**config.mk**
```make
export PLATFORM = sky130hd
export DESIGN_NAME = inst_fetcher_flat
export DESIGN_NICKNAME = d
export VERILOG_FILES = /design/src/rtl/inst_fetcher_if.sv /design/src/rtl/inst_fetcher.sv /design/src/flat_wrapper.sv
export SDC_FILE = /design/constraint.sdc
export NUM_CORES = 1
export LEC_CHECK = 0
export CELL_PAD_IN_SITES_DETAIL_PLACEMENT = 1
export CELL_PAD_IN_SITES_GLOBAL_PLACEMENT = 2
export CORE_ASPECT_RATIO = 1.2
export CORE_MARGIN = 1.5
export CORE_UTILIZATION = 30
export CTS_CLUSTER_SIZE = 40
export DETAILED_ROUTE_END_ITERATION = 10
export PLACE_DENSITY_LB_ADDON = 0.1
export SKIP_LAST_GASP = 1
export SYNTH_ARGS = -nofsm -noshare
export SYNTH_HDL_FRONTEND = slang
export SYNTH_SLANG_ARGS = --single-unit
export TNS_END_PERCENT = 1
```
**constraint.sdc**
```tcl
create_clock -name clk_in -period 2 [get_ports clk_in]
set_input_delay 0.3 -clock clk_in [delete_from_list [all_inputs] [get_ports clk_in]]
set_output_delay 0.3 -clock clk_in [all_outputs]
set_load 0.01 [all_outputs]
```
**src/rtl/inst_fetcher_if.sv**
```systemverilog
// Fetch-stage bus bundle: memory-controller IF port plus decoder-side FIFO head.
//   master (fetcher): drives if_enable/inst_addr and inst_valid/inst_out/inst_pc,
//                     samples if_ready/inst from memory and dec_ready from decoder.
//   slave  (environment): the mirror image.
interface inst_fetcher_if;
  logic        if_enable;
  logic [31:0] inst_addr;
  logic        if_ready;
  logic [31:0] inst;
  logic        inst_valid;
  logic [31:0] inst_out;
  logic [31:0] inst_pc;
  logic        dec_ready;

  modport master (
    output if_enable, inst_addr, inst_valid, inst_out, inst_pc,
    input  if_ready, inst, dec_ready
  );

  modport slave (
    input  if_enable, inst_addr, inst_valid, inst_out, inst_pc,
    output if_ready, inst, dec_ready
  );
endinterface

```
**src/rtl/inst_fetcher.sv**
```systemverilog
// Instruction fetch stage: holds the fetch PC, issues one-word requests to the
// memory controller (one in flight), buffers {pc, inst} in a QDEPTH-entry FIFO
// drained by the decoder, and flushes/redirects on clear.
//   clk_in   : clock
//   rst_in   : synchronous active-high reset
//   rdy_in   : global ready, low freezes all state
//   clear    : flush and redirect to clear_pc (only when rdy_in=1)
//   clear_pc : redirect PC
//   bus      : memory IF port and decoder FIFO head (master modport)
module inst_fetcher #(
  parameter logic [31:0] RESET_PC = 32'h0000_0000,
  parameter int unsigned QDEPTH   = 4
) (
  input  logic        clk_in,
  input  logic        rst_in,
  input  logic        rdy_in,
  input  logic        clear,
  input  logic [31:0] clear_pc,
  inst_fetcher_if.master bus
);

  localparam int unsigned PW = $clog2(QDEPTH);
  localparam int unsigned CW = PW + 1;

  typedef enum logic {IDLE, FETCH} state_t;

  state_t       state_q;
  logic [31:0]  pc_q;
  logic         if_enable_q;
  logic [31:0]  inst_addr_q;
  logic [31:0]  mem_inst_q [QDEPTH];
  logic [31:0]  mem_pc_q   [QDEPTH];
  logic [PW-1:0] wr_ptr_q;
  logic [PW-1:0] rd_ptr_q;
  logic [CW-1:0] count_q;

  logic push_c;
  logic pop_c;

  // Word completes only while a request is outstanding; IDLE if_ready is ignored.
  assign push_c = (state_q == FETCH) && bus.if_ready;
  assign pop_c  = (count_q != '0) && bus.dec_ready;

  // Fetch FSM, PC and FIFO state.
  always_ff @(posedge clk_in) begin
    if (rst_in) begin
      state_q     <= IDLE;
      pc_q        <= RESET_PC;
      if_enable_q <= 1'b0;
      inst_addr_q <= '0;
      mem_inst_q  <= '{default: '0};
      mem_pc_q    <= '{default: '0};
      wr_ptr_q    <= '0;
      rd_ptr_q    <= '0;
      count_q     <= '0;
    end else if (rdy_in) begin
      if (clear) begin
        // Coincident word and pop are both dropped; controller aborts on its own.
        state_q     <= IDLE;
        pc_q        <= clear_pc;
        if_enable_q <= 1'b0;
        wr_ptr_q    <= '0;
        rd_ptr_q    <= '0;
        count_q     <= '0;
      end else begin
        if (state_q == IDLE) begin
          // Issue only with a free slot, so the eventual push cannot overflow.
          if (count_q < CW'(QDEPTH)) begin
            state_q     <= FETCH;
            if_enable_q <= 1'b1;
            inst_addr_q <= pc_q;
          end
        end else if (bus.if_ready) begin
          mem_inst_q[wr_ptr_q] <= bus.inst;
          mem_pc_q[wr_ptr_q]   <= pc_q;
          wr_ptr_q             <= wr_ptr_q + PW'(1);
          pc_q                 <= pc_q + 32'd4;
          if_enable_q          <= 1'b0;
          state_q              <= IDLE;
        end

        if (pop_c) begin
          rd_ptr_q <= rd_ptr_q + PW'(1);
        end

        case ({push_c, pop_c})
          2'b10:   count_q <= count_q + CW'(1);
          2'b01:   count_q <= count_q - CW'(1);
          default: count_q <= count_q;
        endcase
      end
    end
  end

  assign bus.if_enable  = if_enable_q;
  assign bus.inst_addr  = inst_addr_q;
  assign bus.inst_valid = (count_q != '0);
  assign bus.inst_out   = mem_inst_q[rd_ptr_q];
  assign bus.inst_pc    = mem_pc_q[rd_ptr_q];

endmodule

```
**src/flat_wrapper.sv**
```systemverilog
// flat-port wrapper written by rule: the top's interface ports become plain ports
module inst_fetcher_flat 
#(
  parameter logic [31:0] RESET_PC = 32'h0000_0000,
  parameter int unsigned QDEPTH   = 4
)
  (clk_in, rst_in, rdy_in, clear, clear_pc, bus_if_enable, bus_inst_addr, bus_inst_valid, bus_inst_out, bus_inst_pc, bus_if_ready, bus_inst, bus_dec_ready);
  inst_fetcher_if bus_i ();
  input  logic clk_in;
  input  logic rst_in;
  input  logic rdy_in;
  input  logic clear;
  input  logic [31:0] clear_pc;
  output wire logic [$bits(bus_i.if_enable)-1:0] bus_if_enable;
  output wire logic [$bits(bus_i.inst_addr)-1:0] bus_inst_addr;
  output wire logic [$bits(bus_i.inst_valid)-1:0] bus_inst_valid;
  output wire logic [$bits(bus_i.inst_out)-1:0] bus_inst_out;
  output wire logic [$bits(bus_i.inst_pc)-1:0] bus_inst_pc;
  input wire logic [$bits(bus_i.if_ready)-1:0] bus_if_ready;
  input wire logic [$bits(bus_i.inst)-1:0] bus_inst;
  input wire logic [$bits(bus_i.dec_ready)-1:0] bus_dec_ready;
  assign bus_if_enable = bus_i.if_enable;
  assign bus_inst_addr = bus_i.inst_addr;
  assign bus_inst_valid = bus_i.inst_valid;
  assign bus_inst_out = bus_i.inst_out;
  assign bus_inst_pc = bus_i.inst_pc;
  assign bus_i.if_ready = bus_if_ready;
  assign bus_i.inst = bus_inst;
  assign bus_i.dec_ready = bus_dec_ready;
  inst_fetcher #(.RESET_PC(RESET_PC), .QDEPTH(QDEPTH)) u_core (.clk_in(clk_in), .rst_in(rst_in), .rdy_in(rdy_in), .clear(clear), .clear_pc(clear_pc), .bus(bus_i));
endmodule
```
==> results.py <==
metrics = {
    "setup_path": {
        "crit_path_end_kind": "output port",
        "start_kind": "flip-flop",
        "arrival_ns": 1.98,
        "cp_max_fo": 7,
        "cpMostUsedCell": "buf_12",
        "worstSetupPathType": "reg -> out",
        "cp_top_family": "buffers and inverters",
        "critPathRequiredTime_ns": 1.70,
        "cp_num_buf_inv": 3,
        "slowest_stage": "mux4_2",
        "critical-path-max-stage-delay_ns": 0.51,
        "path_cells": "buf_12 -> buf_12 -> mux4_2 -> clkdlybuf4s15_2",
    },
    "outcome": {
        "status": "complete, but fails checks",
        "violations": "negative setup slack",
    },
    "grt": {
        "grt.overflow.total": 0,
        "grt_antenna_before_repair": 3,
        "grt_pass1_wl_um": 81100,
        "grt_use_total": 0.217,
        "grt_max_degree": 106,
        "first_global_vias": 13480,
    },
    "sta": {
        "fin_crit_sh": 1.14,
        "worst_slew_pin_slew_ns": 0.503,
        "clock-skew-final_ns": 0.0185,
        "worst_slack_ns": -0.279,
        "rsz0062_at_grt": "true",
        "min_period_ns": 2.28,
        "hold_viol": 0,
        "setup_viol": 71,
        "slew_headroom": 0.665,
        "fin_hold_ws_ns": 0.400,
        "fmaxAchievable_ghz": 0.439,
        "maxSlewViolCount": 0,
    },
    "routing": {
        "vias": 12774,
        "wl_per_cell_um": 20.4,
        "drtAntennaViolNets": 0,
        "avgViaCountPerCell": 5.00,
        "wl_um": 52100,
        "first_iter_violations": 513,
        "first_pass_iters": 4,
        "drc_errors": 0,
    },
    "power_and_ir_drop": {
        "leakage_uw": 0.00642,
        "switchingPower_uw": 3300,
        "p_int_uw": 11100,
        "power_frac_clock": 0.478,
        "total_power_uw": 14400,
        "seq_power_share": 0.462,
        "ir_worst_vdd_v": 0.000599,
        "comb_power_share": 0.060,
        "switching_share": 0.230,
        "power_density_mw_per_mm2": 767,
    },
    "clock_tree": {
        "htreeDepth": 2,
        "cts_buffers": 38,
        "path_clk_slew_ns": 0.05,
        "cts_root_buf": "clkbuf_16",
        "clkLatencyLatePin_ns": 0.54,
        "cts_tree": "done",
        "clk_path_buf_depth": 3,
        "clkSinkCount": 329,
    },
    "place": {
        "io_buffers": 167,
        "place.detailed.hpwl_um": 33900,
        "routabilityCongestion": 0.776,
    },
    "worst_hold_path": {
        "min_path_type": "in -> reg",
    },
    "synthesis": {
        "yosys-top-cells-count": "nand2_1, dfxtp_1, a21oi_1",
        "async_reset_ff_frac": 0,
        "yosysSeqAreaShare": 0.470,
        "syn_nets": 1780,
        "netlist_top_cells_area": "dfxtp_1, nand2_1, a21oi_1",
        "synth.top_cell.area_share": 0.470,
        "ys_types": 52,
        "synth_top_area_cell": "dfxtp_1",
        "synth_area_mm2": 0.0140,
        "syn_area_per_cell_um2": 8.23,
        "synth_warnings": 0,
        "synth.most_common_cell": "nand2_1",
        "synth_ff_type": "dfxtp_1",
        "synth_cells": 1704,
        "ys_ff_latch": 329,
        "synth_edf_count": 0,
    },
    "cells_and_area": {
        "nets": 1990,
        "drive_gt1_frac": 0.179,
        "syn2layout_area_growth_pct": 33.7,
    },
    "die": {
        "chipHeight_um": 240,
        "die-width_um": 200,
        "placeableCoreArea_mm2": 0.0461,
        "io_pins": 168,
        "die_area_mm2": 0.0481,
        "initial_core_util": 0.304,
        "fp-row-count": 86,
    },
    "flow_run": {
        "maxCapViolCount": 0,
    },
}
==> logic make-up (layout without fill, tap and decap cells) <==
| logic type | after synthesis | count (layout) | share of synthesized area |
|---|---|---|---|
| buf+inv | 174 | 406 | 0.0543 |
| mux | 68 | 68 | 0.106 |
| other cells | 0 | 1 | 0 |
| xor+xnor | 8 | 8 | 0.00500 |
| simple gates | 710 | 710 | 0.204 |
| flops | 329 | 329 | 0.470 |
| fa+ha+maj | 6 | 6 | 0.00535 |
| compound gates | 409 | 409 | 0.156 |
==> worst min-delay path, cell delays in order <==
cell	delay [ns]
clkdlybuf4s50_1	0.40
mux2i_1	0.13
nor2_1	0.05
==> area by class of cell <==
class	count	area [µm²]
inverters	18	67.6
well taps	616	771
clock inverters	2	35.0
repair buffers	326	3400
fillers	5422	27300
flip-flops and latches	329	6600
diodes	1	2.50
clock buffers	60	1170
multi-input cells	1201	6710
==> path summary, 6_finish.rpt <==
check	start	to	slack, ns	cells after the start
setup / recovery	u_core.rd_ptr_q[0]	bus_inst_pc[6]	-0.28	4
hold / removal	clear_pc[0]	u_core.pc_q[0]	0.40	3
setup reg to reg	u_core.pc_q[3]	u_core.pc_q[18]	-0.17	6
hold reg to reg	u_core.bus.inst_addr[31]	u_core.bus.inst_addr[31]	0.45	2
==> registers in the layout, indices dropped and copies added (netlist names) <==
name,count
u_core.bus.if_enable,1
u_core.bus.inst_addr,32
u_core.count_q,3
u_core.mem_inst_q,128
u_core.mem_pc_q,128
u_core.pc_q,32
u_core.rd_ptr_q,2
u_core.state_q,1
u_core.wr_ptr_q,2
==> power by group through the flow <==
stage / sequential (µW) / combinational (µW) / clock (µW)
floorplan: 6780 / 384 / 0
global placement: 6790 / 862 / 0
detailed placement: 6790 / 867 / 0
CTS: 6650 / 872 / 7090
global route: 6650 / 931 / 7320
finish: 6650 / 860 / 6870
==> what timing repair did <==
| action | CTS | global route |
|---|---|---|
| hold buffers | 1 | 0 |
| pin swaps | 0 | 0 |
| cloned | 4 | 0 |
| setup buffers | 16 | 0 |
| hold endpoints to repair | 1 | 0 |
| setup endpoints to repair | 71 | 73 |
| resized for setup | 217 | 8 |
==> through the flow <==
| step | area (µm²) | worst slack, ns | utilization | instances | TNS [ns] |
|---|---|---|---|---|---|
| 2_1_floorplan | 14000 | -0.0990 | - | 1704 | -0.0990 |
| 3_3_place_gp | 17400 | -0.179 | 0.378 | 2470 | -5.97 |
| 3_5_place_dp | 17400 | -0.165 | 0.378 | 2470 | -14.41 |
| 4_1_cts | 18800 | -0.321 | 0.408 | 2553 | -18.20 |
| 5_1_grt | 18700 | -0.337 | 0.407 | 2552 | -19.01 |
| 6_report | 18700 | -0.279 | 0.407 | 2553 | -14.64 |
==> placed cells by master, fill, tap and decap left out, types with 7 or more instances in the layout <==
cell type	instances
a22o_1	7
o21ai_0	40
mux4_2	64
nand4_1	7
nand3_1	8
clkdlybuf4s15_1	11
a21o_1	9
buf_4	103
dfxtp_1	325
nor2_1	19
buf_6	8
clkbuf_1	12
nor3_1	13
inv_1	18
clkbuf_8	7
nand2_1	621
a21oi_1	323
clkbuf_16	41
buf_12	49
buf_2	29
clkdlybuf4s50_1	102
==> layer usage <==
| layer | vias up | share of wire | track usage |
|---|---|---|---|
| met1 | 6351 | 0.45 | 0.280 |
| met4 | 6 | 0.020 | 0.0558 |
| met5 | - | 0.00086 | 0 |
| met3 | 65 | 0.038 | 0.0333 |
| li1 | 6151 | - | - |
| met2 | 201 | 0.49 | 0.380 |
Note: power is estimated with default switching activity, not from simulation.
